**config.mk**
```make
export PLATFORM = sky130hd
export DESIGN_NAME = cla_pipe_addsub
export DESIGN_NICKNAME = d
export VERILOG_FILES = /design/src/rtl/cla_pipe_addsub.sv
export SDC_FILE = /design/constraint.sdc
export NUM_CORES = 1
export LEC_CHECK = 0
export ABC_CLOCK_PERIOD_IN_PS = 2600
export BUFFER_PORTS_ARGS = -buffer_cell sky130_fd_sc_hd__buf_4
export CORE_AREA = 2 2 144 146
export DETAILED_ROUTE_END_ITERATION = 10
export DIE_AREA = 0 0 146 148
export SLEW_MARGIN = 15
export SYNTH_ARGS = -nofsm -noshare
export SYNTH_HDL_FRONTEND = slang
export SYNTH_SLANG_ARGS = --single-unit
export TNS_END_PERCENT = 1
```
**constraint.sdc**
```tcl
create_clock -name clk -period 2.6 [get_ports clk]
set_input_delay 0.39 -clock clk [delete_from_list [all_inputs] [get_ports clk]]
set_output_delay 0.39 -clock clk [all_outputs]
set_load 0.05 [all_outputs]
```
**src/rtl/cla_pipe_addsub.sv**
```systemverilog
// Pipelined carry-lookahead adder/subtractor. Each stage resolves one SLICE-bit
// lookahead group, and the carry between groups is registered.
module cla_pipe_addsub #(
  parameter int WIDTH = 32,
  parameter int SLICE = 8
) (
  input  logic             clk,
  input  logic             rst,
  input  logic             in_valid,
  output logic             in_ready,
  input  logic [WIDTH-1:0] a,
  input  logic [WIDTH-1:0] b,
  input  logic             cin,
  input  logic             sub,
  output logic             out_valid,
  input  logic             out_ready,
  output logic [WIDTH-1:0] sum,
  output logic             cout,
  output logic             ovf,
  output logic             zero,
  output logic             neg
);
  localparam int NST = WIDTH / SLICE;

  if (SLICE < 1 || WIDTH < 1 || (WIDTH % SLICE) != 0) begin : g_param_check
    $error("cla_pipe_addsub: WIDTH must be a positive multiple of SLICE");
  end

  // Flat lookahead over one group; returns {carry out, carry into group MSB, sum}.
  function automatic logic [SLICE+1:0] cla_group(input logic [SLICE-1:0] ga,
                                                 input logic [SLICE-1:0] gb,
                                                 input logic             gc);
    logic [SLICE-1:0] g;
    logic [SLICE-1:0] p;
    logic [SLICE:0]   c;
    logic             term;
    g = ga & gb;
    p = ga ^ gb;
    c = '0;
    c[0] = gc;
    for (int i = 1; i <= SLICE; i++) begin
      c[i] = gc;
      for (int j = 0; j < i; j++) c[i] = c[i] & p[j];
      for (int j = 0; j < i; j++) begin
        term = g[j];
        for (int k = j + 1; k < i; k++) term = term & p[k];
        c[i] = c[i] | term;
      end
    end
    return {c[SLICE], c[SLICE-1], p ^ c[SLICE-1:0]};
  endfunction

  logic [NST-1:0]            valid_q, valid_d;
  logic [NST-1:0][WIDTH-1:0] sum_q, sum_d;
  logic [NST-1:0][WIDTH-1:0] a_q, a_d;
  logic [NST-1:0][WIDTH-1:0] b_q, b_d;
  logic [NST-1:0]            carry_q, carry_d;
  logic                      cout_q, cout_d;
  logic                      ovf_q, ovf_d;
  logic                      zero_q, zero_d;
  logic                      neg_q, neg_d;

  logic [NST:0]              rdy;
  logic [NST-1:0][WIDTH-1:0] stg_a, stg_b, stg_s;
  logic [NST-1:0]            stg_c, stg_v;
  logic [SLICE+1:0]          grp;

  // An empty stage always accepts, so bubbles collapse under backpressure.
  always_comb begin
    rdy = '0;
    rdy[NST] = out_ready;
    for (int k = NST - 1; k >= 0; k--) rdy[k] = ~valid_q[k] | rdy[k+1];
  end

  // Stage 0 takes the transformed operands; later stages take their predecessor.
  always_comb begin
    stg_a = '0;
    stg_b = '0;
    stg_s = '0;
    stg_c = '0;
    stg_v = '0;
    stg_a[0] = a;
    stg_b[0] = sub ? ~b : b;
    stg_c[0] = cin ^ sub;
    stg_v[0] = in_valid;
    for (int k = 1; k < NST; k++) begin
      stg_a[k] = a_q[k-1];
      stg_b[k] = b_q[k-1];
      stg_s[k] = sum_q[k-1];
      stg_c[k] = carry_q[k-1];
      stg_v[k] = valid_q[k-1];
    end
  end

  always_comb begin
    valid_d = valid_q;
    sum_d   = sum_q;
    a_d     = a_q;
    b_d     = b_q;
    carry_d = carry_q;
    cout_d  = cout_q;
    ovf_d   = ovf_q;
    zero_d  = zero_q;
    neg_d   = neg_q;
    grp     = '0;
    for (int k = 0; k < NST; k++) begin
      grp = cla_group(stg_a[k][k*SLICE +: SLICE], stg_b[k][k*SLICE +: SLICE], stg_c[k]);
      if (rdy[k]) begin
        valid_d[k] = stg_v[k];
        if (stg_v[k]) begin
          sum_d[k]                   = stg_s[k];
          sum_d[k][k*SLICE +: SLICE] = grp[SLICE-1:0];
          a_d[k]                     = stg_a[k];
          b_d[k]                     = stg_b[k];
          carry_d[k]                 = grp[SLICE+1];
          if (k == NST - 1) begin
            cout_d = grp[SLICE+1];
            ovf_d  = grp[SLICE+1] ^ grp[SLICE];
            zero_d = ~|sum_d[k];
            neg_d  = sum_d[k][WIDTH-1];
          end
        end
      end
    end
  end

  always_ff @(posedge clk) begin
    if (rst) begin
      valid_q <= '0;
      sum_q   <= '0;
      a_q     <= '0;
      b_q     <= '0;
      carry_q <= '0;
      cout_q  <= 1'b0;
      ovf_q   <= 1'b0;
      zero_q  <= 1'b0;
      neg_q   <= 1'b0;
    end else begin
      valid_q <= valid_d;
      sum_q   <= sum_d;
      a_q     <= a_d;
      b_q     <= b_d;
      carry_q <= carry_d;
      cout_q  <= cout_d;
      ovf_q   <= ovf_d;
      zero_q  <= zero_d;
      neg_q   <= neg_d;
    end
  end

  assign in_ready  = rdy[0] & ~rst;
  assign out_valid = valid_q[NST-1];
  assign sum       = sum_q[NST-1];
  assign cout      = cout_q;
  assign ovf       = ovf_q;
  assign zero      = zero_q;
  assign neg       = neg_q;

endmodule
```
# == Word-level counts from Yosys, hierarchy flattened ==
# Index checks and enable logic that the tools add are counted.
# word_totals
mem_bits_rw,0
word_cells,341
regBits,283
out_inout_bits,38
latch_bits,0
mem_count,0
mem_bits_ro,0
input_bits,70
# op_classes
multipliers,0
n_div,0
reduce_logical,6
add_sub_neg,0
magnitude_cmp,0
eq_ne,0
bitwise,313
n_mux,1
shift,0
# ops
cell,n
$or 1x1->1,148
$and 1x1->1,145
$xor 8x8->8,8
$and 8x8->8,4
$mux 32,1
$not 32->32,1
$reduce_or 32->1,1
$reduce_and 2->1,4
$not 1->1,5
$xor 1x1->1,2
$logic_not 1->1,1

# == Longest topological paths before layout ==
# Gate-level depths: netlist of the first run.
# logic_depth
word_depth,19
depth_mapped,11
depth_no_buf,9

# == Worst setup path after synthesis of the first run ==
# OpenSTA, ideal clock, no wires.
# synth_timing
path_kind,input port to flip-flop
startpoint,input port sub
endpoint,register sum_q (netlist bit stg_s[39])
stages,10
t_arrival_ps,2365
setup_time_ps,101
path_buffers,2
setup_slack_ps,134
cell_sequence,buf_2 > buf_2 > xor2_1 > ha_1 > ha_1 > o21ai_0 > a21o_1 > a21oi_1 > o31a_1 > o41ai_1
# synth_between
elab_chain_len,17
word_cells_on_any_way,40
cone_classes,1 x mux; 39 x bitwise
# synth_lines
item,line_no,source
from (decl),14,"input logic sub,"
$mux 32,83,stg_b[0] = sub ? ~b : b;
$xor 8x8->8,38,p = ga ^ gb;
$and 1x1->1 (7 in a row),43,for (int j = 0; j < i; j++) c[i] = c[i] & p[j];
$or 1x1->1 (7 in a row),47,c[i] = c[i] | term;
$xor 8x8->8 (*),50,"return {c[SLICE], c[SLICE-1], p ^ c[SLICE-1:0]};"
to (signal assigned),140,sum_q <= sum_d;
to (decl),54,"logic [NST-1:0][WIDTH-1:0] sum_q, sum_d;"
# Mark *: on every way between the ends. The rest lies on a longest branch, timed or not.
# A chain may end at the register's enable or synchronous reset.

# == Final worst setup path of the first run ==
# layout_timing
startpoint,register a_q[88] (netlist name)
endpoint,register cout_q (netlist: cout)
# layout_between
elab_chain_len,17
word_cells_on_any_way,25
cone_classes,25 x bitwise
# layout_lines
item,line_no,source
from (decl),55,"logic [NST-1:0][WIDTH-1:0] a_q, a_d;"
from (signal assigned),131,a_q <= '0;
from (signal assigned),141,a_q <= a_d;
$xor 8x8->8,38,
$and 1x1->1 (8 in a row),43,
$or 1x1->1 (*) (8 in a row),47,
to (signal assigned),144,cout_q <= cout_d;
to (decl),58,"logic cout_q, cout_d;"
# Marked as above.

==> results.json, run 1 <==
{
  "syn_area_per_cell_um2": 8.160,
  "yosysWarnings": 0,
  "grt_first_pass_wirelength_um": 28840,
  "hold_viol": 0,
  "endpoint_kind": "register",
  "cts.clk_slew.worst_paths_ps": 70,
  "drv_slew": 0,
  "clockRootBuffer": "clkbuf_16",
  "num_vias": 6321,
  "hold_ws_ps": 209.5,
  "regArea_um2": 3724,
  "dpl_cell_area_um2": 8945,
  "hold_path.class": "input pin to register",
  "io_pins": 108,
  "worst-path-buf-inv": 0,
  "antenna_left": 0,
  "finish.utilization_pct": 47.71,
  "grt_pass1_vias": 5806,
  "timing.rr.end": "cout",
  "tightest_slew_ps": 627.8,
  "syn2layout_area_growth_pct": 21.29,
  "finalWirelength_um": 17500,
  "peakVddDrop_mv": 0.4649,
  "synth_top_family_by_area": "simple AND/OR/NAND/NOR gates",
  "drcViolationCount": 0,
  "ctsResizeCount": 0,
  "fillers": 2102,
  "synth-simple-area-share_pct": 20.33,
  "fin_tns_setup_ps": 0,
  "cts_tree": "built",
  "crit_family": "compound AO/OA/AOI/OAI gates",
  "seq_area_frac_synth_pct": 47.24,
  "drt_first_pass_iters": 5,
  "drive_above_1_share_pct": 15.53,
  "core-area_um2": 20040,
  "muxShareOfSynthArea_pct": 0,
  "synth_cells": 966,
  "synthAdderAreaFrac_pct": 6.730,
  "period_share_pct": 83.19,
  "fmax_mhz": 462.3,
  "portBuffers": 107,
  "die_w_um": 146,
  "whs_path_depth": 3,
  "path_max_fanout": 5,
  "worstRegToRegCells": 8,
  "rsz0062_at_grt": "false",
  "die-area_um2": 21610,
  "ys_ff_latch": 186,
  "die_height_um": 148,
  "p_per_area_nw_per_um2": 660.8,
  "critPathSlowestCell": "dfxtp_1",
  "grt_max_degree": 94,
  "start_util_pct": 39.34,
  "htree_levels": 4,
  "skew_ps": 8.186,
  "reg2reg_from": "a_q[88]",
  "syn_area_um2": 7883,
  "min-delay-start": "a[24]",
  "post-route-min-period_ps": 2163,
  "hpwl_um": 12360,
  "path_cells": "ha_1 -> ha_1 -> o21a_1 -> o22a_4 -> a211oi_4 -> and2b_2 -> nor3_1 -> nor3_1",
  "synthXorXnorAreaFrac_pct": 5.556,
  "synth_compound_area_share_pct": 16.51,
  "synth-edff-count": 0,
  "whs_endpoint": "a_q[24]",
  "nets": 1153,
  "antenna_found_initial": 0,
  "ys_types": 46,
  "synthArstFlopShare_pct": 0,
  "postSynthNetCount": 1076,
  "worstSetupStartpointType": "register",
  "final_area_um2": 9560,
  "numClockSinks": 186,
  "numCtsBuffers": 17,
  "vias_per_cell": 4.767,
  "setup_viol": 0,
  "status": "finished clean",
  "rows": 52,
  "cts_buffer_depth": 2,
  "num_antenna_cells": 0,
  "post_cts_buffers": 0,
  "worstSkewPairLatency_ps": 430,
  "worstPathArrival_ps": 2460,
  "wl_per_cell_um": 13.19,
  "regToRegSetupSlack_ps": 440,
  "p_leak_nw": 3.782,
  "finalPower_w": 0.006317,
  "grt.total_usage_pct": 16.36,
  "overflow": 0,
  "cp_slowest_stage_delay_ps": 340,
  "path_class": "register to register",
  "dr.first_iter.drc_count": 332,
  "slew_headroom_pct": 58.04,
  "drv_cap": 0,
  "gp_congestion": 0.7900,
  "hold_buffers": 0,
  "multi_input_area_um2": 3887,
  "cp.required_ps": 2890,
  "synthFlopType": "dfxtp_1"
}
report_power, final:
part	internal, W	switching [W]	total (W)	leakage (nW)
registers	0.00296	0.0000681	0.00302	1.52
logic	0.000273	0.000339	0.000612	1.97
clock network	0.00158	0.00111	0.00268	0.298
total	0.00480	0.00151	0.00632	3.78
state kept, by name, indices dropped and copies added, names as in the netlist:
register,count
ovf,1
cout,1
b_q,48
stg_s,48
zero,1
sum,32
valid_q,4
a_q,48
carry_q,3
cell families after synthesis:
logic type                 after synthesis
AOI/OAI and AO/OA                      222
adders and majority gates               40
buffers and inverters                   72
DFF                                    186
xor gates and xnor gates                50
and+or+nand+nor                        396
worst max path at each step:
| stage | start | to | depth (start not counted) |
|---|---|---|---|
| floorplan | sub | stg_s[39] | 10 |
| global placement | sub | stg_s[39] | 9 |
| detailed placement | sub | stg_s[39] | 9 |
| CTS | a_q[88] | cout | 8 |
| global route | a_q[8] | stg_s[79] | 7 |
| finish | a_q[88] | cout | 8 |
Yosys cell counts (all sizes together) (2+ instances only):
library cell | n | share of area (%)
nor2 | 50 | 2.4
a21o | 4 | 0.40
ha | 36 | 5.7
or3 | 3 | 0.25
o41ai | 2 | 0.22
nor3 | 9 | 0.57
nand4 | 3 | 0.24
o31a | 2 | 0.22
buf | 21 | 1.2
and2 | 4 | 0.32
fa | 4 | 1.0
o31ai | 2 | 0.19
nand2b | 2 | 0.16
a211oi | 31 | 3.1
a31oi | 5 | 0.48
nand2 | 293 | 14
a21bo | 2 | 0.25
nand3b | 3 | 0.29
o21a | 4 | 0.38
xor2 | 13 | 1.4
o21ai | 7 | 0.44
xnor2 | 37 | 4.1
a211o | 4 | 0.44
dfxtp | 186 | 47
nor4 | 9 | 0.71
clkbuf | 43 | 2.0
nand3 | 13 | 0.83
nor2b | 2 | 0.16
a21oi | 155 | 9.8
inv | 8 | 0.38
layer usage:
metal  GRT usage [%]  vias up  routed length [um]
li1                -     3397                   -
met1           23.99     2813                9318
met2           24.10       98                7441
met3           3.210       13                 549
met4           5.388        0                 187
met5               0        -                   0
worst reg2reg max path, cell delays in order, from the launching register on:
cell      delay [ps]
dfxtp_1          340
ha_1             310
ha_1             190
o21a_1           200
o22a_4           280
a211oi_4         260
and2b_2          240
nor3_1           130
nor3_1            70
stage by stage:
step	worst slack [ps]	instances
after floorplan	133.6	966
after global placement	209.8	1294
after detailed placement	179.3	1294
after CTS	430.3	1326
after global routing	332.1	1326
final	437.1	1326
area by class of cell:
| cell class | instances | area share [%] |
|---|---|---|
| flip-flops and latches | 186 | 38.95 |
| multi-input cells | 708 | 40.66 |
| clock buffers | 20 | 4.777 |
| repair buffers | 122 | 10.10 |
| inverters | 8 | 0.3141 |
| well taps | 270 | 3.534 |
| clock inverters | 12 | 1.662 |
cell usage in the layout (no fill, tap or decap), drive strengths merged, types with 3 or more instances in the layout:
master  instances
dfxtp         186
and2            4
o21ai           7
clkinv          3
xor2           13
bufinv          3
clkbuf         20
fa              4
a31oi           5
or3             3
nand4           3
nor4            9
a21oi         155
buf           122
a211oi         31
nand2         293
nand3          13
a211o           4
a21o            4
inv            12
xnor2          37
nand3b          3
ha             36
nor3            9
nor2           50
o21a            4
No activity file was read; power rests on OpenSTA's default activity.
==> inputs of run 2 (changes only) <==
- ABC_AREA: default -> 1
- ABC_CLOCK_PERIOD_IN_PS: 2600 -> 2000
- CORE_AREA: 2 2 144 146 -> 2 2 149 151
- DIE_AREA: 0 0 146 148 -> 0 0 151 153
- clock period: 2.6 -> 2 ns (I/O delays scaled with it)
==> results.json, run 2 <==
{
  "status": "finished clean",
  "path_cells": "ha_1 -> ha_2 -> nand2_1 -> nand2_1 -> nand2_1 -> nand4_1 -> nand2_2 -> nand2_1 -> nand2_1 -> nand2_2 -> nand2_2 -> nand2_1 -> nand2_2 -> nand3_2 -> o211ai_1 -> inv_1",
  "wl_per_cell_um": 12.60,
  "num_antenna_cells": 0,
  "finalWirelength_um": 18420,
  "rows": 54,
  "syn2layout_area_growth_pct": 22.35,
  "path_max_fanout": 3,
  "ys_types": 36,
  "io_pins": 108,
  "synthFlopType": "dfxtp_1",
  "die_w_um": 151,
  "cts.clk_slew.worst_paths_ps": 70,
  "crit_top_cell": "nand2_1",
  "worstPathArrival_ps": 2300,
  "finish.utilization_pct": 48.24,
  "numCtsBuffers": 17,
  "grt_pass1_vias": 6167,
  "die-area_um2": 23100,
  "yosysMostFrequentCell": "nor2_1",
  "drt_first_pass_iters": 4,
  "syn_area_per_cell_um2": 7.916,
  "worstSetupStartpointType": "register",
  "p_per_area_nw_per_um2": 849.0,
  "nets": 1279,
  "skew_ps": 12.51,
  "grt_first_pass_wirelength_um": 30490,
  "overflow": 0,
  "antenna_found_initial": 0,
  "path_class": "register to register",
  "synthTopCellsByCount": "241 x nor2_1, 186 x dfxtp_1, 149 x o21ai_0",
  "rsz0062_at_grt": "true",
  "seq_area_frac_synth_pct": 43.96,
  "critPathSlowestCell": "dfxtp_2",
  "drv_slew": 0,
  "endpoint_kind": "register",
  "hpwl_um": 13280,
  "slew_headroom_pct": 65.18,
  "fmax_mhz": 505.6,
  "ys_top_cells_by_area": "dfxtp_1 44%, nor2_1 11%, o21ai_0 8.8%, ha_1 5.3%, a21oi_1 4.0%",
  "fin_tns_setup_ps": 0,
  "hold_viol": 0,
  "cts_buffer_depth": 2,
  "fin_ws_ps": 22.22,
  "setup_viol": 0,
  "period_share_pct": 98.89,
  "core-area_um2": 21490,
  "cts_tree": "built",
  "synthArstFlopShare_pct": 0,
  "yosysWarnings": 0,
  "numClockSinks": 186,
  "die_height_um": 153,
  "drcViolationCount": 0,
  "start_util_pct": 39.42,
  "grt_max_degree": 64,
  "layout_commonest_cell": "nor2_1",
  "num_vias": 6876,
  "synth-edff-count": 0,
  "peakVddDrop_mv": 0.5130,
  "portBuffers": 107,
  "antenna_left": 0,
  "worstSkewPairLatency_ps": 430,
  "gp_congestion": 0.8053,
  "cp_slowest_stage_delay_ps": 320,
  "htree_levels": 4,
  "clockRootBuffer": "clkbuf_16",
  "drive_above_1_share_pct": 19.71,
  "dr.first_iter.drc_count": 370,
  "vias_per_cell": 4.703,
  "grt.total_usage_pct": 16.21,
  "yosys.area.top_type": "dfxtp_1",
  "p_leak_nw": 4.628,
  "syn_area_um2": 8471,
  "mostFrequentLayoutCells": "238 x nor2_1, 182 x dfxtp_1, 146 x o21ai_0",
  "place_ws_ps": -165.8,
  "hold_ws_ps": 87.49,
  "synth_top_area_share_pct": 43.96,
  "ys_ff_latch": 186,
  "post-route-min-period_ps": 1978,
  "cp.required_ps": 2320,
  "hold_buffers": 0,
  "hold_path.class": "input pin to register",
  "postSynthNetCount": 1180,
  "tightest_slew_ps": 522.3,
  "drv_cap": 0,
  "synth_cells": 1070
}
==> run 2: cell type report <==
class / count / area [um^2]
Fill cell: 2188 / 11120
Multi-Input combinational cell: 726 / 4116
Sequential cell: 186 / 3729
Timing Repair Buffer: 148 / 1240
Clock buffer: 23 / 478.0
Tap cell: 280 / 350.3
Inverter: 90 / 337.8
Clock inverter: 9 / 112.6
==> run 2: critical path: cells and delay by family, from the launching register on <==
kind	cells	cell delay, ps
AOI/OAI and AO/OA	1	110
adders and majority gates	2	460
buffers and inverters	1	50
DFF	1	320
and+or+nand+nor	12	950
==> run 2: worst paths after layout <==
kind | end | slack, ps | cells after the start | start
worst max-delay path | cout | 20 | 16 | a_q[88]
worst min-delay path | a_q[14] | 90 | 3 | a[14]
worst max register to register | cout | 20 | 16 | a_q[88]
worst min register to register | stg_s[79] | 460 | 2 | stg_s[79]
==> run 2: logic make-up (layout without fill, tap and decap cells) <==
family	count (synthesis)	count (layout)	synth area share [%]
and+or+nand+nor	377	378	18.88
AOI/OAI and AO/OA	253	253	16.90
xor gates and xnor gates	55	55	5.687
adders and majority gates	40	40	6.263
buffers and inverters	159	270	8.316
DFF	186	186	43.96
==> run 2: repair_timing <==
action                                  CTS  global route
hold endpoints to repair                  0             0
endpoints found under the setup margin    3            84
gates resized for setup                   5            18
pin swaps                                 4            10
buffers inserted                          3             1
gates cloned                              0             1
==> run 2: power by group <==
| part | internal (W) | switching, W | leakage, nW |
|---|---|---|---|
| Combinational | 0.000586 | 0.000798 | 2.81 |
| Sequential | 0.00394 | 0.000119 | 1.53 |
| Clock | 0.00195 | 0.00141 | 0.288 |
==> run 2: through the flow <==
stage                     instances  total power (W)  instance area [um^2]
after floorplan                1070         0.005047                  8506
after global placement         1425         0.005500                  9683
after CTS                      1460         0.008880                 10310
final                          1462         0.008798                 10360
after global routing           1462         0.009229                 10360
after detailed placement       1425         0.005514                  9683
==> run 2: routing by layer <==
| metal | global-route usage (%) | wire length (um) |
|---|---|---|
| met1 | 24.16 | 9703 |
| met2 | 23.27 | 7631 |
| met3 | 3.642 | 878 |
| met4 | 4.806 | 207 |
| met5 | 0 | 0 |
==> inputs of run 3 (changes only) <==
- CELL_PAD_IN_SITES_DETAIL_PLACEMENT: default -> 0
- CELL_PAD_IN_SITES_GLOBAL_PLACEMENT: default -> 2
- CORE_AREA: 2 2 149 151 -> 2 2 161 163
- DIE_AREA: 0 0 151 153 -> 0 0 163 165
- PLACE_DENSITY_LB_ADDON: default -> 0.1
==> results.json, run 3 (synthesis gave the netlist of run 2 again) <==
{
  "finalWirelength_um": 20210,
  "worstSkewPairLatency_ps": 430,
  "num_antenna_cells": 0,
  "drt_first_pass_iters": 4,
  "p_leak_nw": 4.637,
  "setup_viol": 0,
  "seqPwrFrac_pct": 44.3,
  "comb_power_share_pct": 15.4,
  "grt.total_usage_pct": 15.73,
  "path_max_fanout": 3,
  "drv_cap": 0,
  "clockRootBuffer": "clkbuf_16",
  "die-area_um2": 26900,
  "internal-power_w": 0.006688,
  "slew_headroom_pct": 64.51,
  "fin_ws_ps": 96.87,
  "grt_first_pass_wirelength_um": 33860,
  "start_util_pct": 33.83,
  "vias_per_cell": 4.519,
  "post-route-min-period_ps": 1903,
  "endpoint_kind": "output pin",
  "overflow": 0,
  "cts_buffer_depth": 2,
  "nets": 1280,
  "clkPwrFrac_pct": 40.4,
  "hpwl_um": 14570,
  "cts.clk_slew.worst_paths_ps": 70,
  "portBuffers": 107,
  "antenna_left": 0,
  "hold_viol": 0,
  "worstSetupStartpointType": "register",
  "hold_path.class": "input pin to register",
  "finish.utilization_pct": 41.81,
  "worstPathArrival_ps": 1600,
  "skew_ps": 14.75,
  "die_height_um": 165,
  "num_vias": 6838,
  "rows": 58,
  "place_ws_ps": -184.5,
  "hold_buffers": 0,
  "status": "finished clean",
  "antenna_found_initial": 0,
  "die_w_um": 163,
  "io_pins": 108,
  "wl_per_cell_um": 13.36,
  "drcViolationCount": 0,
  "htree_levels": 4,
  "period_share_pct": 95.16,
  "fmax_mhz": 525.4,
  "p_per_area_nw_per_um2": 875.5,
  "grt_pass1_vias": 6380,
  "dr.first_iter.drc_count": 338,
  "mostFrequentLayoutCells": "239 x nor2_1, 182 x dfxtp_1, 147 x o21ai_0",
  "tightest_slew_ps": 532.3,
  "drv_slew": 0,
  "hold_ws_ps": 83.74,
  "syn2layout_area_growth_pct": 23.57,
  "layout_commonest_cell": "nor2_1",
  "cp.required_ps": 1700,
  "peakVddDrop_mv": 0.3810,
  "gp_congestion": 0.8142,
  "drive_above_1_share_pct": 20.12,
  "rsz0062_at_grt": "true",
  "numCtsBuffers": 17,
  "grt_max_degree": 78,
  "cts_tree": "built",
  "numClockSinks": 186,
  "path_class": "register to output pin",
  "power.switching_w": 0.002476,
  "core-area_um2": 25040,
  "switching_share_pct": 27.02
}
## run 3: cell types whose count changed in the layout (fill, tap and decap cells not counted), moves of 2 or more
cell / change
inv_8: +3
clkbuf_8: -2
buf_12: -3
bufinv_16: +2
ha_2: +2
ha_1: -3
nor2_2: -2
buf_4: +5
clkbuf_1: -2
## run 3: path summary, 6_finish.rpt
| check | from | to | slack [ps] | depth (start not counted) |
|---|---|---|---|---|
| worst max-delay path | valid_q[3] | in_ready | 100 | 10 |
| worst min-delay path | a[14] | a_q[14] | 80 | 3 |
| worst max register to register | a_q[88] | sum[31] | 150 | 16 |
| worst min register to register | stg_s[79] | stg_s[79] | 470 | 2 |
## run 3: layout make-up
| type | instances | area (um^2) |
|---|---|---|
| Timing Repair Buffer | 150 | 1217 |
| Tap cell | 330 | 412.9 |
| Fill cell | 2635 | 14570 |
| Clock inverter | 13 | 201.4 |
| Clock buffer | 19 | 442.9 |
| Inverter | 90 | 337.8 |
| Sequential cell | 186 | 3729 |
| Multi-Input combinational cell | 725 | 4126 |
## run 3: through the flow
stage          instance area (um^2)  total power [W]  TNS [ps]  std cells
5_1_grt                       10470         0.009643    -153.9       1513
3_5_place_dp                   9738         0.005548    -833.6       1479
2_1_floorplan                  8506         0.005047    -654.9       1070
4_1_cts                       10400         0.009293         0       1512
3_3_place_gp                   9738         0.005548    -605.9       1479
6_report                      10470         0.009164         0       1513
## run 3: power groups by stage
stage | registers, W | clock network, W | logic (W)
2_1_floorplan | 0.00419 | 0 | 0.000860
6_report | 0.00406 | 0.00370 | 0.00141
3_3_place_gp | 0.00414 | 0 | 0.00141
5_1_grt | 0.00408 | 0.00396 | 0.00160
3_5_place_dp | 0.00414 | 0 | 0.00141
4_1_cts | 0.00405 | 0.00382 | 0.00142
## run 3: metal layers
layer / routed length [um] / vias to the layer above / global-route usage, % / share of wire [%]
met1: 11420 / 3008 / 24.38 / 56
li1: - / 3708 / - / -
met4: 233 / 0 / 4.827 / 1.2
met3: 656 / 14 / 2.762 / 3.2
met2: 7905 / 108 / 21.73 / 39
met5: 0 / - / 0 / 0
## run 3: repair_timing
| item | in CTS | in global routing |
|---|---|---|
| setup buffers | 1 | 1 |
| setup endpoints to repair | 2 | 9 |
| pin swaps | 1 | 7 |
| gates resized for setup | 2 | 22 |
## run 3: critical path: stages, from the launching register on
cell     delay (ps)
dfxtp_2         330
inv_1            50
nor2_4          120
inv_2            50
nor2_2           80
inv_2            60
nor2_2           90
inv_2            70
nor2_4          110
nor2_1           60
buf_6           170
